File: config.mk
export PLATFORM = sky130hd
export DESIGN_NAME = risc_result_writer
export DESIGN_NICKNAME = d
export VERILOG_FILES = /design/src/rtl/risc_result_writer.sv
export SDC_FILE = /design/constraint.sdc
export NUM_CORES = 1
export LEC_CHECK = 0
export ABC_AREA = 1
export BUFFER_PORTS_ARGS = -buffer_cell sky130_fd_sc_hd__clkbuf_2
export CORE_MARGIN = 2
export CORE_UTILIZATION = 45
export DETAILED_ROUTE_END_ITERATION = 16
export GPL_ROUTABILITY_DRIVEN = 0
export GPL_TIMING_DRIVEN = 0
export HOLD_SLACK_MARGIN = 0.05
export PLACE_DENSITY = 0.67
export SYNTH_ARGS = -nofsm -noshare
export SYNTH_HDL_FRONTEND = slang
export SYNTH_SLANG_ARGS = --single-unit
export TNS_END_PERCENT = 10
File: constraint.sdc
create_clock -name clk -period 4.1 [get_ports clk]
set_input_delay 0.615 -clock clk [delete_from_list [all_inputs] [get_ports clk]]
set_output_delay 0.615 -clock clk [all_outputs]
set_load 0.05 [all_outputs]
File: src/rtl/risc_result_writer.sv
`default_nettype none
// ============================================================================
// Module   : risc_result_writer
// Captures one {cb, aluout} result per s3rb done assertion into a small
//            buffer and streams the buffer out over valid/ready on request.
// Revision : 1.0
// ============================================================================
module risc_result_writer #(
    parameter int DATA_W = 16,
    parameter int DEPTH  = 8,
    parameter int ADDR_W = 3,
    parameter int DROP_W = 8
) (
    input  logic              clk,
    input  logic              rst,
    input  logic              done,
    input  logic [DATA_W-1:0] aluout,
    input  logic              cb,
    input  logic              dump_start,
    input  logic              clear,
    input  logic              out_ready,
    output logic              out_valid,
    output logic [DATA_W:0]   out_data,
    output logic              out_last,
    output logic [ADDR_W:0]   count,
    output logic              full,
    output logic              dump_done,
    output logic [DROP_W-1:0] drop_cnt
);

    typedef enum logic [1:0] {
        ST_CAPTURE = 2'd0,
        ST_FULL    = 2'd1,
        ST_DUMP    = 2'd2,
        ST_FIN     = 2'd3
    } state_t;

    localparam logic [ADDR_W:0]   C_DEPTH    = (ADDR_W+1)'(DEPTH);
    localparam logic [ADDR_W:0]   C_ONE      = (ADDR_W+1)'(1);
    localparam logic [ADDR_W:0]   C_TWO      = (ADDR_W+1)'(2);
    localparam logic [DROP_W-1:0] C_DROP_MAX = '1;

    state_t              state_q, state_d;
    logic [ADDR_W:0]     count_q, count_d;
    logic [ADDR_W-1:0]   rd_ptr_q, rd_ptr_d;
    logic                done_q;
    logic                out_valid_q, out_valid_d;
    logic                out_last_q, out_last_d;
    logic                full_q, full_d;
    logic                dump_done_q, dump_done_d;
    logic [DROP_W-1:0]   drop_cnt_q, drop_cnt_d;

    logic [DATA_W:0]     mem [DEPTH];

    logic w_capture;
    logic w_wr_en;
    logic w_drop;
    logic w_xfer;

    assign w_capture = done & ~done_q;
    assign w_xfer    = out_valid_q & out_ready;

    always_comb begin
        state_d     = state_q;
        count_d     = count_q;
        rd_ptr_d    = rd_ptr_q;
        out_valid_d = out_valid_q;
        out_last_d  = out_last_q;
        dump_done_d = dump_done_q;
        drop_cnt_d  = drop_cnt_q;
        w_wr_en     = 1'b0;
        w_drop      = 1'b0;

        if (clear) begin
            state_d     = ST_CAPTURE;
            count_d     = '0;
            rd_ptr_d    = '0;
            out_valid_d = 1'b0;
            out_last_d  = 1'b0;
            dump_done_d = 1'b0;
            drop_cnt_d  = '0;
        end else begin
            case (state_q)
                ST_CAPTURE, ST_FULL: begin
                    if (w_capture) begin
                        if (state_q == ST_CAPTURE) begin
                            w_wr_en = 1'b1;
                            count_d = count_q + C_ONE;
                        end else begin
                            w_drop = 1'b1;
                        end
                    end
                    // A same-cycle capture is already reflected in count_d
                    if (dump_start) begin
                        if (count_d == '0) begin
                            state_d     = ST_FIN;
                            dump_done_d = 1'b1;
                        end else begin
                            state_d     = ST_DUMP;
                            rd_ptr_d    = '0;
                            out_valid_d = 1'b1;
                            out_last_d  = (count_d == C_ONE);
                        end
                    end else if (count_d == C_DEPTH) begin
                        state_d = ST_FULL;
                    end
                end
                ST_DUMP: begin
                    w_drop = w_capture;
                    if (w_xfer) begin
                        if (out_last_q) begin
                            state_d     = ST_FIN;
                            out_valid_d = 1'b0;
                            out_last_d  = 1'b0;
                            dump_done_d = 1'b1;
                        end else begin
                            rd_ptr_d   = rd_ptr_q + 1'b1;
                            out_last_d = (({1'b0, rd_ptr_q} + C_TWO) == count_q);
                        end
                    end
                end
                ST_FIN: begin
                    w_drop = w_capture;
                end
                default: begin
                    state_d = ST_CAPTURE;
                end
            endcase

            if (w_drop && (drop_cnt_q != C_DROP_MAX)) begin
                drop_cnt_d = drop_cnt_q + 1'b1;
            end
        end

        full_d = (count_d == C_DEPTH);
    end

    always_ff @(posedge clk) begin
        if (rst) begin
            state_q     <= ST_CAPTURE;
            count_q     <= '0;
            rd_ptr_q    <= '0;
            done_q      <= 1'b0;
            out_valid_q <= 1'b0;
            out_last_q  <= 1'b0;
            full_q      <= 1'b0;
            dump_done_q <= 1'b0;
            drop_cnt_q  <= '0;
        end else begin
            state_q     <= state_d;
            count_q     <= count_d;
            rd_ptr_q    <= rd_ptr_d;
            done_q      <= done;
            out_valid_q <= out_valid_d;
            out_last_q  <= out_last_d;
            full_q      <= full_d;
            dump_done_q <= dump_done_d;
            drop_cnt_q  <= drop_cnt_d;
        end
    end

    // Buffer contents survive reset; only the bookkeeping is cleared
    always_ff @(posedge clk) begin
        if (w_wr_en && !rst) begin
            mem[count_q[ADDR_W-1:0]] <= {cb, aluout};
        end
    end

    assign out_valid = out_valid_q;
    assign out_data  = mem[rd_ptr_q];
    assign out_last  = out_last_q;
    assign count     = count_q;
    assign full      = full_q;
    assign dump_done = dump_done_q;
    assign drop_cnt  = drop_cnt_q;

endmodule
`default_nettype wire

==> metrics.md, run 1 <==
| Metric | Value |
|---|---|
| Status | `finished, final reports clean` |
| Share of the clock period used by the worst path | `81.5%` |
| Detailed-route via count | `between 4000 and 5000` |
| H-Tree Level Count | `4` |
| Count of instances resized after the clock tree is built | `0` |
| Starting Density | `between 40% and 50%` |
| Sum of negative setup slack | `0 ns` |
| Data arrival time at the worst-slack endpoint | `2.73 ns` |
| Post-route core utilization | `53.9%` |
| Overall power of the completed layout | `3500 uW` |
| Clock tree from TritonCTS | `yes` |
| Maximum fanout along the worst path | `10` |
| DP Wirelength | `10400 microns` |
| Drt first-iter violations | `approximately 460` |
| Kind of end point of the critical path | `output pin` |
| Relative max-transition margin | `approximately a third` |
| Hold bufs inserted after CTS | `0` |
| Static Leak | `0.00278 uW` |
| Number of antenna violations at the first check in global routing | `0` |
| DR WL/cell | `roughly 18 microns` |
| Maximum count of clock buffers along a single path | `2` |
| M1 GR Usage | `25.2%` |
| Crit path launch type | `flip-flop` |
| Die Footprint | `between 0.015 and 0.02 sq mm` |
| Slew at the pin closest to its max-slew limit | `0.978 ns` |
| Site Rows | `44` |
| CTS Sinks | `161` |
| Final critical delay including setup and external delays | `3.34 ns` |
| Wire length of the first global-routing pass | `about 24000 microns` |
| Number of buffers inserted during clock tree synthesis | `17` |
| Average via count per standard cell | `5.45` |
| Drt total wl | `15100 microns` |
| Layout net count | `683` |
| Share of the synthesized area in the top cell type | `62.2%` |
| CP Class | `flip-flop to output pin` |
| Mapped Cells | `574` |
| DRC violations left | `0` |
| Unrepaired setup endpoints after global routing | `no` |
| Yosys top cell by area | `sky130_fd_sc_hd__edfxtp_1` |
| # IOs | `56` |
| Average cell area after synthesis | `roughly 11 sq um` |
| Final number of setup-violating endpoints | `0` |
| Met2 usage | `33.9%` |
| Fin. max-slew vios | `0` |
| Clock tree skew after final layout | `around 0.006 ns` |
| Power density normalized to cell area | `452 mW/mm^2` |
| Count of inserted antenna diode cells | `0` |
| Yosys warning total | `0` |
| Number of nets with antenna violations after routing | `0` |
| Number of standard cells in the final layout excluding fillers | `853` |
| Number of global-route vias before repair | `4566` |
| Max cap viols | `0` |
| Count of state elements after synthesis | `about 160` |
| Later-pin clock latency in the skew report | `0.43 ns` |
| Die boundary width | `125 microns` |
| Path type of the worst min-delay path | `primary input to flip-flop` |
| Clock transition at the registers of the reported paths | `0.06 ns` |
| Fraction of final layout cells sized beyond drive strength 1 | `between 10% and 20%` |
| Distinct cells, synth | `30` |
| Initial DRT Pass Iterations | `5` |
| Number of setup buffers added after CTS | `0` |
| Placed instance count | `roughly 820` |
| Post-synthesis net count | `601` |
| Count of endpoints failing hold in the final timing report | `0` |
| Relative area change from synthesis to final layout | `17.9%` |
| Pin count of the biggest net entering global routing | `17` |
| Number of port buffers | `54` |
| Critical Path RT | `3.48 ns` |
| Max Fclk | `299 MHz` |
| Core outline area | `0.0144 sq mm` |
| Busiest grt layer | `met2` |
| CTS root buf | `sky130_fd_sc_hd__clkbuf_16` |
| Total global-route track usage | `around a fifth` |
| Portion of the post-synthesis area used by sequential elements | `69.8%` |
| Met3 track demand over resource | `4.51%` |
| Synth top area cells | `sky130_fd_sc_hd__edfxtp_1 (62%), sky130_fd_sc_hd__nor2_1 (8.1%), sky130_fd_sc_hd__dfxtp_1 (7.6%)` |
| Remaining Overflow, GRT | `0` |
| Die span in y | `~120 microns` |
| Cell Area, Synth | `0.00657 sq mm` |
| VDD IR max | `approximately 260 uV` |
power by group:
| group | internal [uW] | switching, uW | total (uW) |
|---|---|---|---|
| logic | 72.4 | 210 | 282 |
| registers | 1790 | 8.64 | 1790 |
| clock network | 820 | 608 | 1430 |
| total | 2680 | 826 | 3500 |
Yosys cell counts (all sizes together):
| master | number |
|---|---|
| a21oi | 15 |
| a31oi | 18 |
| and3 | 1 |
| buf | 8 |
| clkbuf | 19 |
| clkinv | 2 |
| dfxtp | 25 |
| edfxtp | 136 |
| ha | 4 |
| inv | 27 |
| nand2 | 44 |
| nand3 | 12 |
| nand4 | 7 |
| nor2 | 147 |
| nor3 | 12 |
| o21ai | 72 |
| o22ai | 17 |
| o31ai | 2 |
| xnor2 | 3 |
| xor2 | 3 |
metal layers:
layer,wire length [microns],up-vias
met1,6270,2254
met3,913,28
met5,0,-
met4,346,0
met2,7580,169
li1,-,2197
path summary, 6_finish.rpt:
| path | cells past startpoint | end | slack, ns | start |
|---|---|---|---|---|
| max | 8 | out_data[14] | 0.76 | flip-flop |
| min | 2 | count[3] | 0.43 | rst |
| max reg2reg | 6 | mem[0][5] | 1.75 | state_q[1] |
| min reg2reg | 2 | dump_done | 0.48 | dump_done |
cell families (layout without fill, tap and decap cells):
logic type / after synthesis / in the layout / synth area share (%)
AOI/OAI and AO/OA: 124 / 124 / 10.2
xor gates and xnor gates: 6 / 6 / 0.800
adders and majority gates: 4 / 4 / 0.762
buffers and inverters: 56 / 151 / 3.39
DFF: 161 / 161 / 69.8
and+or+nand+nor: 223 / 223 / 15.1
critical path, cell delays in order, from the launching register on:
cell and delay (ns):
sky130_fd_sc_hd__dfxtp_1 0.30, sky130_fd_sc_hd__clkbuf_1 0.21, sky130_fd_sc_hd__inv_1 0.23, sky130_fd_sc_hd__clkbuf_1 0.48, sky130_fd_sc_hd__o21ai_0 0.20, sky130_fd_sc_hd__o22ai_1 0.20, sky130_fd_sc_hd__nor2_1 0.07, sky130_fd_sc_hd__a31oi_1 0.27
sky130_fd_sc_hd__clkbuf_2 0.34
sequential cells by signal, indices dropped and copies added (netlist names), named ones only:
register and cells:
out_valid 1, count 4, rd_ptr_q 3, full 1, mem 136, dump_done 1
drop_cnt 8, state_q 2, out_last 1, done_q 1
cell usage in the layout (no fill, tap or decap), types with 2 or more instances in the layout:
cell type,count
sky130_fd_sc_hd__ha_1,4
sky130_fd_sc_hd__nor3_1,6
sky130_fd_sc_hd__clkbuf_16,17
sky130_fd_sc_hd__xor2_1,3
sky130_fd_sc_hd__a21oi_1,15
sky130_fd_sc_hd__o21ai_0,70
sky130_fd_sc_hd__a31oi_1,18
sky130_fd_sc_hd__dfxtp_1,25
sky130_fd_sc_hd__inv_1,25
sky130_fd_sc_hd__nand2_2,12
sky130_fd_sc_hd__buf_6,6
sky130_fd_sc_hd__o22ai_1,17
sky130_fd_sc_hd__o31ai_1,2
sky130_fd_sc_hd__clkbuf_2,54
sky130_fd_sc_hd__nor2_2,6
sky130_fd_sc_hd__xnor2_1,3
sky130_fd_sc_hd__edfxtp_1,136
sky130_fd_sc_hd__clkbuf_1,21
sky130_fd_sc_hd__clkinv_2,6
sky130_fd_sc_hd__o21ai_1,2
sky130_fd_sc_hd__buf_2,8
sky130_fd_sc_hd__buf_8,3
sky130_fd_sc_hd__clkinv_4,2
sky130_fd_sc_hd__nand3_4,2
sky130_fd_sc_hd__nor2_1,139
sky130_fd_sc_hd__clkinv_1,5
sky130_fd_sc_hd__nand3_1,9
sky130_fd_sc_hd__nor3_2,6
sky130_fd_sc_hd__nand2_1,31
sky130_fd_sc_hd__nand4_1,7
through the flow:
step	cell area, sq um	worst slack, ns	hold slack, ns
5_1_grt	7740	0.573	0.446
3_3_place_gp	7070	-0.434	0.454
2_1_floorplan	6570	1.00	0.486
4_1_cts	7740	0.789	0.425
3_5_place_dp	7220	0.841	0.472
6_report	7740	0.759	0.432
final cells by class:
class / count / area (sq um)
Buffer: 27 / 111
Tap cell: 184 / 230
Clock inverter: 13 / 96.3
Sequential cell: 161 / 4580
Multi-Input combinational cell: 357 / 1800
Timing Repair Buffer: 63 / 383
Inverter: 29 / 111
Fill cell: 1216 / 6620
Clock buffer: 19 / 433
Power figures use the tool's default switching activity.
==> run 2, diff against run 1 <==
Settings changed: ABC_AREA 1 to 0, PLACE_DENSITY 0.67 to 0.69.
Clock period 4.1 ns to 2.95 ns, I/O delays scaled along.
==> metrics.md, run 2 <==
| Metric | Value |
|---|---|
| Status | `finished, final reports clean` |
| Count of inserted antenna diode cells | `0` |
| DP Wirelength | `7930 microns` |
| Drt total wl | `12000 microns` |
| Count of flip-flops with a built-in enable after synthesis | `136` |
| Detailed-route via count | `between 3000 and 4000` |
| Slew at the pin closest to its max-slew limit | `0.895 ns` |
| Die span in y | `123 microns` |
| Main flop type after synthesis | `sky130_fd_sc_hd__edfxtp_1` |
| Post-route core utilization | `55.3%` |
| Average cell area after synthesis | `between 15 and 20 sq um` |
| H-Tree Level Count | `4` |
| Clock transition at the registers of the reported paths | `0.06 ns` |
| Number of nets with antenna violations after routing | `0` |
| Most frequent cells in the layout | `sky130_fd_sc_hd__edfxtp_1 (136), sky130_fd_sc_hd__clkbuf_2 (56), sky130_fd_sc_hd__mux4_2 (34)` |
| Clock tree skew after final layout | `0.00807 ns` |
| Count of fill cells added during filler insertion | `roughly 1100` |
| Most used standard cells in the synthesized netlist | `sky130_fd_sc_hd__edfxtp_1 (136), sky130_fd_sc_hd__mux4_2 (34), sky130_fd_sc_hd__nor2_1 (29)` |
| Max Fclk | `between 300 and 400 MHz` |
| Power density normalized to cell area | `638 mW/mm^2` |
| Drt first-iter violations | `241` |
| DRC violations left | `0` |
| VDD IR max | `437 uV` |
| DR WL/cell | `19.5 microns` |
| Yosys warning total | `0` |
| Final critical delay including setup and external delays | `around 2.8 ns` |
| Count of state elements after synthesis | `approximately 160` |
| Initial DRT Pass Iterations | `7` |
| Hold bufs inserted after CTS | `0` |
| CP Class | `flip-flop to output pin` |
| CTS Sinks | `161` |
| Die Footprint | `0.0151 sq mm` |
| Number of port buffers | `55` |
| Portion of the post-synthesis area used by sequential elements | `72.1%` |
| Average via count per standard cell | `5.41` |
| Share of the synthesized area in the top cell type | `64.2%` |
| Share of the clock period used by the worst path | `95.7%` |
| Number of flip-flops under the largest register name | `136` |
| Fin. max-slew vios | `0` |
| Source of the worst hold timing path | `clear` |
| Starting Density | `a little under half` |
| Relative area change from synthesis to final layout | `20.2%` |
| Footprint of the multi-input gates | `0.00172 sq mm` |
| Kind of end point of the critical path | `output pin` |
| Max cap viols | `0` |
| Wire length of the first global-routing pass | `19000 microns` |
| Total area of sequential cells | `0.00459 sq mm` |
| Cell Area, Synth | `roughly 0.0064 sq mm` |
| Crit path launch type | `flip-flop` |
| Final critical-path setup slack | `between 0.1 and 0.15 ns` |
| Unrepaired setup endpoints after global routing | `no` |
| Min Hold Slack | `0.217 ns` |
| Total non-filler cell area in the finished layout | `0.00764 sq mm` |
| Later-pin clock latency in the skew report | `0.42 ns` |
| Maximum fanout along the worst path | `10` |
| CTS root buf | `sky130_fd_sc_hd__clkbuf_16` |
| Layout net count | `451` |
| Post-synthesis net count | `370` |
| Remaining Overflow, GRT | `0` |
| Most common cell after layout, fill and taps aside | `sky130_fd_sc_hd__edfxtp_1` |
| Clock tree from TritonCTS | `yes` |
| Data arrival time at the worst-slack endpoint | `approximately 2.4 ns` |
| Number of antenna violations at the first check in global routing | `0` |
| Core outline area | `about 0.014 sq mm` |
| Pin count of the biggest net entering global routing | `17` |
| Path type of the worst min-delay path | `primary input to flip-flop` |
| Launch point of the worst reg-to-reg path | `state_q[1]` |
| Mapped Cells | `343` |
| Final number of setup-violating endpoints | `0` |
| Number of buffers inserted during clock tree synthesis | `17` |
| Synth top area cells | `sky130_fd_sc_hd__edfxtp_1 (64%), sky130_fd_sc_hd__mux4_2 (12%), sky130_fd_sc_hd__dfxtp_1 (7.9%)` |
| Relative max-transition margin | `40.0%` |
| Total global-route track usage | `17.6%` |
| Die boundary width | `around 120 microns` |
| Placed cell areas | `0.00700 sq mm` |
| Site Rows | `43` |
| Distinct cells, synth | `44` |
| Yosys top cell by area | `sky130_fd_sc_hd__edfxtp_1` |
| # IOs | `56` |
| Static Leak | `0.00257 uW` |
| Top-count cell post-synth | `sky130_fd_sc_hd__edfxtp_1` |
| Count of endpoints failing hold in the final timing report | `0` |
| Overall power of the completed layout | `around 4900 uW` |
| Number of global-route vias before repair | `between 3000 and 4000` |
| Post-place setup slack | `0.166 ns` |
| Critical Path RT | `between 2 and 3 ns` |
| Fraction of final layout cells sized beyond drive strength 1 | `38.9%` |
| Ys async rst share | `0%` |
| Maximum count of clock buffers along a single path | `2` |
==> run 2: changes by cell type in the layout (fill, tap and decap cells not counted), sizes merged, moves of 8 or more <==
| cell | before | now |
|---|---|---|
| nand3 | 12 | 3 |
| mux4 | 0 | 34 |
| nand2 | 44 | 8 |
| clkbuf | 92 | 84 |
| o22ai | 17 | 0 |
| clkinv | 13 | 4 |
| mux2 | 0 | 18 |
| a21oi | 15 | 5 |
| a31oi | 18 | 0 |
| nor2 | 147 | 29 |
| inv | 27 | 5 |
| o21ai | 72 | 2 |
==> run 2: area by class of cell <==
cell class	instances	share of cell area, %
buffer	16	1.03
clock inverter	9	1.13
inverter	3	0.147
tap	180	2.95
timing repair buffer	63	5.08
sequential	161	60.0
clock buffer	23	7.11
multi-input combinational	162	22.5
==> run 2: worst max-delay path, cell delays in order, from the launching register on <==
cell                       delay, ns
sky130_fd_sc_hd__dfxtp_1        0.31
sky130_fd_sc_hd__buf_1          0.34
sky130_fd_sc_hd__buf_2          0.41
sky130_fd_sc_hd__mux4_2         0.36
sky130_fd_sc_hd__mux2_2         0.30
sky130_fd_sc_hd__clkbuf_2       0.24
==> run 2: worst paths after layout <==
check	cells past startpoint	endpoint	slack, ns
max	5	out_data[10]	0.13
min	2	full	0.22
max reg2reg	4	mem[1][3]	0.36
min reg2reg	2	drop_cnt[7]	0.51
==> run 2: layer usage <==
metal	track usage (%)	part of all wire [%]	up-vias
met4	5.82	1.4	0
met1	22.0	42	1704
met2	29.9	52	89
met3	4.46	4.2	13
li1	-	-	1531
met5	0	0	-
==> run 2: what timing repair did <==
action,in CTS,in global routing
gates resized for setup,8,0
buffers inserted,0,0
setup endpoints to repair,17,0
==> run 2: kinds of logic (layout without fill, tap and decap cells) <==
| group | count (synthesis) | in the layout | share of synthesized area (%) |
|---|---|---|---|
| AO/OA/AOI/OAI | 15 | 15 | 1.81 |
| XOR/XNOR | 15 | 15 | 2.07 |
| adder cells (fa/ha/maj) | 4 | 4 | 0.787 |
| buffers and inverters | 20 | 114 | 1.28 |
| flip-flops | 161 | 161 | 72.1 |
| multiplexers | 54 | 54 | 15.5 |
| AND/OR/NAND/NOR | 74 | 74 | 6.40 |
==> run 2: through the flow <==
step	cells	TNS, ns
finish	617	0
global route	617	0
CTS	617	0
detailed placement	586	0
global placement	578	-47.93
floorplan	343	0
==> run 2: report_power, final <==
part | switching [uW] | internal, uW
Sequential | 8.57 | 2480
Clock | 854 | 1390
Combinational | 97.9 | 49.8
Total | 960 | 3910
